## src/rtl/sdram_wr_burst_ctrl.sv

```systemverilog
// SDRAM write-burst engine: splits a request at page ends and walks row/bank, sequencing
// ACTIVE / WRITE / BURST_STOP / PRECHARGE under tRCD, tWR and tRP. sdram_* registered, wr_ack combinational.
module sdram_wr_burst_ctrl #(
  parameter int DATA_W = 16,
  parameter int BA_W   = 2,
  parameter int ROW_W  = 13,
  parameter int COL_W  = 9,
  parameter int LEN_W  = 11,
  parameter int TRCD   = 2,
  parameter int TWR    = 2,
  parameter int TRP    = 2
) (
  input  logic                         clk_i,
  input  logic                         rst_i,
  input  logic                         init_end_i,
  input  logic                         wr_req_i,
  input  logic [BA_W+ROW_W+COL_W-1:0]  wr_addr_i,
  input  logic [LEN_W-1:0]             wr_len_i,
  input  logic [DATA_W-1:0]            wr_data_i,
  output logic                         wr_ack_o,
  output logic                         wr_done_o,
  output logic                         busy_o,
  output logic [3:0]                   sdram_cmd_o,
  output logic [BA_W-1:0]              sdram_ba_o,
  output logic [ROW_W-1:0]             sdram_addr_o,
  output logic                         sdram_dq_oe_o,
  output logic [DATA_W-1:0]            sdram_dq_o
);
  localparam int SEG_W = LEN_W + 1;
  localparam int BR_W  = BA_W + ROW_W;
  localparam logic [3:0] CMD_ACT   = 4'b0011;
  localparam logic [3:0] CMD_WRITE = 4'b0100;
  localparam logic [3:0] CMD_STOP  = 4'b0110;
  localparam logic [3:0] CMD_PRE   = 4'b0010;
  localparam logic [3:0] CMD_NOP   = 4'b0111;
  localparam logic [SEG_W-1:0] PAGE     = SEG_W'(2 ** COL_W);
  localparam logic [SEG_W-1:0] TRCD_END = SEG_W'((TRCD > 1) ? TRCD - 2 : 0);
  localparam logic [SEG_W-1:0] TWR_END  = SEG_W'((TWR > 1) ? TWR - 2 : 0);
  localparam logic [SEG_W-1:0] TRP_END  = SEG_W'((TRP > 1) ? TRP - 2 : 0);

  typedef enum logic [3:0] {
    S_IDLE, S_ACT, S_TRCD, S_WR, S_DATA, S_TWR, S_PRE, S_TRP, S_DONE
  } state_t;

  state_t             state_q, state_d;
  logic [BA_W-1:0]    bank_q, bank_d;
  logic [ROW_W-1:0]   row_q, row_d;
  logic [COL_W-1:0]   col_q, col_d;
  logic [LEN_W-1:0]   rem_q, rem_d;
  logic [SEG_W-1:0]   seg_q, seg_d;
  logic [SEG_W-1:0]   cnt_q, cnt_d;
  logic [3:0]         cmd_q, cmd_d;
  logic [BA_W-1:0]    ba_q, ba_d;
  logic [ROW_W-1:0]   addr_q, addr_d;
  logic               dq_oe_q, dq_oe_d;
  logic [DATA_W-1:0]  dq_q, dq_d;
  logic               done_q, done_d;
  logic               busy_q, busy_d;

  logic [SEG_W-1:0]   page_left, rem_ext, seg_calc;
  logic [LEN_W-1:0]   rem_after;
  logic               accept;

  assign page_left = PAGE - SEG_W'(col_q);
  assign rem_ext   = SEG_W'(rem_q);
  assign seg_calc  = (rem_ext < page_left) ? rem_ext : page_left;
  assign rem_after = rem_q - seg_q[LEN_W-1:0];
  assign accept    = init_end_i && wr_req_i && (wr_len_i != '0);

  // One strobe in WR, then seg-1 more in DATA; the final DATA cycle only issues BURST_STOP.
  assign wr_ack_o = (state_q == S_WR) ||
                    ((state_q == S_DATA) && ((cnt_q + SEG_W'(1)) < seg_q));

  always_comb begin
    state_d = state_q;
    bank_d  = bank_q;
    row_d   = row_q;
    col_d   = col_q;
    rem_d   = rem_q;
    seg_d   = seg_q;
    cnt_d   = cnt_q;
    cmd_d   = CMD_NOP;
    ba_d    = '1;
    addr_d  = '1;
    case (state_q)
      S_IDLE: begin
        if (accept) begin
          {bank_d, row_d, col_d} = wr_addr_i;
          rem_d   = wr_len_i;
          state_d = S_ACT;
        end
      end
      S_ACT: begin
        cmd_d   = CMD_ACT;
        ba_d    = bank_q;
        addr_d  = row_q;
        seg_d   = seg_calc;
        cnt_d   = '0;
        state_d = (TRCD > 1) ? S_TRCD : S_WR;
      end
      S_TRCD: begin
        cnt_d = cnt_q + SEG_W'(1);
        if (cnt_q == TRCD_END) begin
          cnt_d   = '0;
          state_d = S_WR;
        end
      end
      S_WR: begin
        cmd_d   = CMD_WRITE;
        ba_d    = bank_q;
        addr_d  = {{(ROW_W-COL_W){1'b0}}, col_q};
        cnt_d   = '0;
        state_d = S_DATA;
      end
      S_DATA: begin
        cnt_d = cnt_q + SEG_W'(1);
        if (cnt_q == seg_q - SEG_W'(1)) begin
          cmd_d   = CMD_STOP;
          cnt_d   = '0;
          state_d = (TWR > 1) ? S_TWR : S_PRE;
        end
      end
      S_TWR: begin
        cnt_d = cnt_q + SEG_W'(1);
        if (cnt_q == TWR_END) begin
          cnt_d   = '0;
          state_d = S_PRE;
        end
      end
      S_PRE: begin
        cmd_d           = CMD_PRE;
        ba_d            = bank_q;
        addr_d          = '0;
        rem_d           = rem_after;
        col_d           = '0;
        {bank_d, row_d} = {bank_q, row_q} + BR_W'(1);
        cnt_d           = '0;
        if (TRP > 1)                state_d = S_TRP;
        else if (rem_after == '0)   state_d = S_DONE;
        else                        state_d = S_ACT;
      end
      S_TRP: begin
        cnt_d = cnt_q + SEG_W'(1);
        if (cnt_q == TRP_END) begin
          cnt_d   = '0;
          state_d = (rem_q == '0) ? S_DONE : S_ACT;
        end
      end
      S_DONE: state_d = S_IDLE;
      default: state_d = S_IDLE;
    endcase

    dq_oe_d = wr_ack_o;
    dq_d    = wr_ack_o ? wr_data_i : '0;
    done_d  = (state_q == S_DONE);
    // Keep busy through the wr_done cycle even when the FSM is already back in IDLE.
    busy_d  = (state_d != S_IDLE) || (state_q == S_DONE);
  end

  always_ff @(posedge clk_i or posedge rst_i) begin
    if (rst_i) begin
      state_q <= S_IDLE;
      bank_q  <= '0;
      row_q   <= '0;
      col_q   <= '0;
      rem_q   <= '0;
      seg_q   <= '0;
      cnt_q   <= '0;
      cmd_q   <= CMD_NOP;
      ba_q    <= '1;
      addr_q  <= '1;
      dq_oe_q <= 1'b0;
      dq_q    <= '0;
      done_q  <= 1'b0;
      busy_q  <= 1'b0;
    end else begin
      state_q <= state_d;
      bank_q  <= bank_d;
      row_q   <= row_d;
      col_q   <= col_d;
      rem_q   <= rem_d;
      seg_q   <= seg_d;
      cnt_q   <= cnt_d;
      cmd_q   <= cmd_d;
      ba_q    <= ba_d;
      addr_q  <= addr_d;
      dq_oe_q <= dq_oe_d;
      dq_q    <= dq_d;
      done_q  <= done_d;
      busy_q  <= busy_d;
    end
  end

  assign sdram_cmd_o   = cmd_q;
  assign sdram_ba_o    = ba_q;
  assign sdram_addr_o  = addr_q;
  assign sdram_dq_oe_o = dq_oe_q;
  assign sdram_dq_o    = dq_q;
  assign wr_done_o     = done_q;
  assign busy_o        = busy_q;
endmodule

```

## config.mk

```make
export PLATFORM = sky130hd
export DESIGN_NAME = sdram_wr_burst_ctrl
export DESIGN_NICKNAME = d
export VERILOG_FILES = /design/src/rtl/sdram_wr_burst_ctrl.sv
export SDC_FILE = /design/constraint.sdc
export NUM_CORES = 1
export LEC_CHECK = 0
export BUFFER_PORTS_ARGS = -buffer_cell sky130_fd_sc_hd__clkbuf_2
export CAP_MARGIN = 20
export CORE_AREA = 2 2 113 115
export CTS_BUF_LIST = sky130_fd_sc_hd__clkbuf_16
export CTS_CLUSTER_DIAMETER = 200
export DETAILED_ROUTE_END_ITERATION = 10
export DIE_AREA = 0 0 115 117
export GPL_TIMING_DRIVEN = 1
export PLACE_DENSITY = 0.71
export SLEW_MARGIN = 40
export SYNTH_ARGS = -nofsm -noshare
export SYNTH_HDL_FRONTEND = slang
export SYNTH_SLANG_ARGS = --single-unit
```

## constraint.sdc

```tcl
create_clock -name clk_i -period 5.7 [get_ports clk_i]
set_input_delay 0.57 -clock clk_i [delete_from_list [all_inputs] [get_ports clk_i]]
set_output_delay 0.57 -clock clk_i [all_outputs]
set_load 0.02 [all_outputs]
```

# Yosys cells after proc, flatten, opt, wreduce, memory -nomap -nowiden
# Cells that the tools add are included.
[op_classes]
mux = 24
n_reduce_logical = 15
n_lt_le_gt_ge = 2
addsub = 5
n_eq_ne = 10
[op_table]
columns = ["operator", "count"]
rows = [
  ["13-bit one-hot mux with 3 select lines", 1],
  ["12-bit 2-to-1 mux", 3],
  ["12-bit one-hot mux with 3 select lines", 1],
  ["4-bit one-hot mux with 8 select lines", 1],
  ["13-bit one-hot mux with 2 select lines", 1],
  ["4-bit 2-to-1 mux", 6],
  ["11-bit one-hot mux with 2 select lines", 1],
  ["9-bit one-hot mux with 2 select lines", 1],
  ["4-bit by 3-bit equality test with 1-bit output, second input constant", 4],
  ["16-bit 2-to-1 mux", 1],
  ["15-bit by 1-bit adder with 15-bit output, second input constant", 1],
  ["13-bit 2-to-1 mux", 1],
  ["12-bit by 1-bit adder with 12-bit output, second input constant", 1],
  ["12-bit equality test", 1],
  ["12-bit logical NOT", 1],
  ["11-bit by 12-bit less-than comparator with 1-bit output", 1],
  ["12-bit less-than comparator", 1],
  ["3-bit one-hot mux with 4 select lines", 1],
  ["12-bit by 1-bit subtractor with 12-bit output, second input constant", 1],
  ["11-bit logical NOT", 1],
  ["11-bit 2-to-1 mux", 1],
  ["11-bit nonzero test", 1],
  ["10-bit by 9-bit subtractor with 11-bit output, first input constant", 1],
  ["11-bit subtractor", 1],
  ["16 further kinds", 22],
]
[totals]
regBits = 101
in_bits = 55
out_inout_bits = 39
elab_cells = 70

# Depth between registers and ports, before layout
[depth]
depth_word = 6
depth_mapped = 15
ltp_nobuf = 13

# Least setup slack after synthesis
# Ideal clock, no wire load.
[synth_timing]
kind = "register to output"
startpoint = "register cnt_q[4]"
endpoint = "output port wr_ack_o"
arrival_time_ns = 2.763
required_time_ns = 5.130
n_path_buf = 2
stages_incl_launch_ff = 13
path_slack_ns = 2.367
path_cell_list = "dfrtp_1 -> buf_2 -> and3_1 -> and3_1 -> nand3_1 -> nor2_1 -> xor2_1 -> ha_1 -> a2111oi_0 -> o21ai_0 -> o221ai_1 -> a41o_1 -> clkbuf_1"
[synth_between]
elab_chain_cells = 4
[synth_lines]
columns = ["item", "line", "text"]
rows = [
  ["from (decl)", "51", "logic [SEG_W-1:0] cnt_q, cnt_d;"],
  ["from (signal assigned)", "183", "cnt_q <= cnt_d;"],
  ["12-bit by 1-bit adder with 12-bit output", "72", "((state_q == S_DATA) && ((cnt_q + SEG_W'(1)) < seg_q));"],
  ["12-bit less-than comparator", "72", ""],
  ["1-bit logical AND", "72", ""],
  ["1-bit logical OR", "71", "assign wr_ack_o = (state_q == S_WR) ||"],
  ["to (decl)", "20", "output logic wr_ack_o,"],
]
# No other way between the ends.

# Final worst setup path
# Ends and elaborated chain as after synthesis.

==> results.sh <==
export IMPL_status="finished clean"
export IMPL_clk_latency_ns=0.34
export IMPL_max_clock_path_buffers=2
export IMPL_dpl_cell_area_um2=6580
export IMPL_drc=0
export IMPL_drive_above_1_share=0.202
export IMPL_die_area_um2=13500
export IMPL_cts_clk_slew_worst_paths_ns=0.07
export IMPL_critPathMaxFanout=18
export IMPL_drt_wl_total_um=15400
export IMPL_yosysMostFrequentCell="dfrtp_1"
export IMPL_tns_ns=0
export IMPL_cts_inserted_buffers=9
export IMPL_syn_avg_cell_area_um2=9.02
export IMPL_synth_cells=664
export IMPL_dp_hpwl_um=11400
export IMPL_routed_via_density=6.01
export IMPL_grt_pass1_vias=5077
export IMPL_area_growth_syn_to_layout_pct=14.9
export IMPL_pwr_share_clk=0.444
export IMPL_antennaDiodeCount=0
export IMPL_place_inst=876
export IMPL_ctsResizeCount=0
export IMPL_antenna_found_initial=0
export IMPL_portBuffers=92
export IMPL_layout_nets=828
export IMPL_synth_adder_area_share=0.0765
export IMPL_arrival_ns=3.54
export IMPL_synth_xor_area_share=0.0410
export IMPL_reg2reg_slack_ns=2.47
export IMPL_first_iter_violations=331
export IMPL_cts_root_buf="clkbuf_16"
export IMPL_rsz0062_at_grt="false"
export IMPL_cap_violations=0
export IMPL_ys_warn_count=0
export IMPL_hold_slack_ns=0.204
export IMPL_io_pins=94
export IMPL_rr_endpoint="cnt_q[7]"
export IMPL_max_freq_mhz=244
export IMPL_synthMuxAreaShare=0.00355
export IMPL_p_seq_frac=0.516
export IMPL_ir_drop_mv=0.184
export IMPL_final_cells=892
export IMPL_r2r_start="seg_q[1]"
export IMPL_grt_ovfl_total=0
export IMPL_synth_cell_area_um2=5990
export IMPL_htreeDepth=3
export IMPL_ys_top_cells_by_count="81 x dfrtp_1, 64 x nand2_1, 49 x nor2_1"
export IMPL_initial_utilization=0.486
export IMPL_cts_sinks=99
export IMPL_die_w_um=115
export IMPL_async_flop_share=1.00
export IMPL_p_sw_mw=0.304
export IMPL_postRouteAntennaNets=0
export IMPL_gp_congestion=0.943
export IMPL_grt_max_degree=40
export IMPL_power_density_nw_per_um2=200
export IMPL_synth_top_family_by_area="simple AND/OR/NAND/NOR gates"
export IMPL_worstSetupEndpointType="primary output"
export IMPL_startpoint_type="register"
export IMPL_synth_seq_cells=99
export IMPL_fin_skew_ns=0.00556
export IMPL_yosys_area_share_simple=0.226
export IMPL_worstMarginPinSlew_ns=0.794
export IMPL_hold_viol=0
export IMPL_core_area_um2=12300
export IMPL_die_h_um=117
export IMPL_drt_pass1_iterations=5
export IMPL_timing_final_crit_share=0.720
export IMPL_synth_top_cells_by_area="dfrtp_1 34%, dfstp_2 7.9%, ha_1 7.3%, nand2_1 4.0%, nor2_1 3.1%"
export IMPL_synth_edf_count=0
export IMPL_yosys_cell_types_count=65
export IMPL_internal_power_mw=1.07
export IMPL_finalSetupViolCount=0
export IMPL_critPathKind="reg2out"
export IMPL_drv_slew=0
export IMPL_cts_tree="done"
export IMPL_vias=5358
export IMPL_power_leakage_nw=3.14
export IMPL_timing_final_crit_period_ns=4.11
export IMPL_postCtsSetupBuffers=0
export IMPL_synth_top_cell_area_share=0.339
export IMPL_synth_seq_area_share=0.418
export IMPL_rows=41
export IMPL_synth_nets=755
export IMPL_synth_area_leader_cell="dfrtp_1"
export IMPL_wl_per_cell_um=17.3
export IMPL_hold_buffers=0
export IMPL_rr_worst_depth=9
export IMPL_finalPower_mw=1.38
export IMPL_hp_class="in2async"
export IMPL_grt_usage=0.240
export IMPL_grt_pass1_wl_um=25300
export IMPL_swShare=0.221
export IMPL_synthFlopType="dfrtp_1"
export IMPL_slew_headroom=0.469
export IMPL_synth_compound_area_share=0.190
export IMPL_p_comb_frac=0.039
export IMPL_final_area_um2=6880
export IMPL_cp_required_ns=5.13
==> power by group through the flow <==
stage               clock, mW  combinational [mW]  sequential (mW)
floorplan                   0              0.0152            0.731
global placement            0              0.0529            0.723
detailed placement          0              0.0553            0.723
CTS                     0.623              0.0556            0.710
global route            0.649              0.0610            0.710
finish                  0.611              0.0541            0.710
==> layout make-up <==
type                    count  area [um2]
fillers                  1120        5430
flip-flops and latches     99        2500
well taps                 150         188
repair buffers             99         526
clock buffers               9         225
inverters                  32         123
multi-input cells         496        3250
clock inverters             7        70.1
==> routing by layer <==
| layer | global-route usage | part of all wire | up-vias |
|---|---|---|---|
| met4 | 0.0779 | 0.021 | 0 |
| met3 | 0.0654 | 0.077 | 31 |
| met1 | 0.315 | 0.44 | 2566 |
| met5 | 0 | 0 | - |
| li1 | - | - | 2554 |
| met2 | 0.389 | 0.47 | 207 |
==> cells by family (layout without fill, tap and decap cells) <==
family | Yosys count | count (layout)
simple gates | 264 | 264
buf+inv | 69 | 147
other cells | 1 | 1
compound gates | 165 | 165
flops | 99 | 99
fa+ha+maj | 36 | 36
xor+xnor | 28 | 28
mux | 2 | 2
==> layout by cell type, fill, tap and decap left out, drive strengths merged, types with 8 or more instances in the layout <==
cell type,instances
nand2,64
a31oi,19
xnor2,12
and3,8
a211oi,9
clkbuf,101
nor4,11
a21oi,25
nand4,11
nand3,25
inv,36
dfstp,18
nor2b,8
a21o,8
xor2,16
ha,35
nor3,24
and2,19
dfrtp,81
nand2b,14
o21ai,36
a221o,10
o211ai,9
o21a,8
nor2,49
==> registers in the layout (all words and copies together) (netlist names) <==
| signal | cells |
|---|---|
| sdram_dq_o | 16 |
| row_q | 13 |
| sdram_addr_o | 13 |
| cnt_q | 12 |
| rem_q | 11 |
| seg_q | 11 |
| col_q | 9 |
| state_q | 4 |
| sdram_cmd_o | 3 |
| bank_q | 2 |
| sdram_ba_o | 2 |
| busy_o | 1 |
| sdram_dq_oe_o | 1 |
| wr_done_o | 1 |
==> critical path, cell delays in order, from the launching register on <==
cell	delay, ns
dfrtp_1	0.49
and3_1	0.21
and3_1	0.20
nand3_1	0.14
nor2_1	0.16
xor2_1	0.21
ha_1	0.28
a2111oi_0	0.38
o21ai_0	0.16
o221ai_1	0.24
a41o_1	0.47
clkbuf_2	0.26
==> per-stage QoR <==
| stage | setup slack [ns] | util |
|---|---|---|
| after floorplan | 2.37 | - |
| after global placement | 2.09 | 0.533 |
| after detailed placement | 1.99 | 0.535 |
| after CTS | 1.58 | 0.559 |
| after global routing | 1.23 | 0.559 |
| final | 1.59 | 0.559 |
==> worst max-delay path by stage <==
stage                to  startpoint  cells after the start
2_1_floorplan  wr_ack_o    cnt_q[4]                     12
3_3_place_gp   wr_ack_o    cnt_q[4]                     11
6_report       wr_ack_o    cnt_q[4]                     11
3_5_place_dp   wr_ack_o    cnt_q[4]                     11
4_1_cts        wr_ack_o    cnt_q[4]                     11
5_1_grt        wr_ack_o    cnt_q[0]                     11
Note: power is estimated with default switching activity, not from simulation.
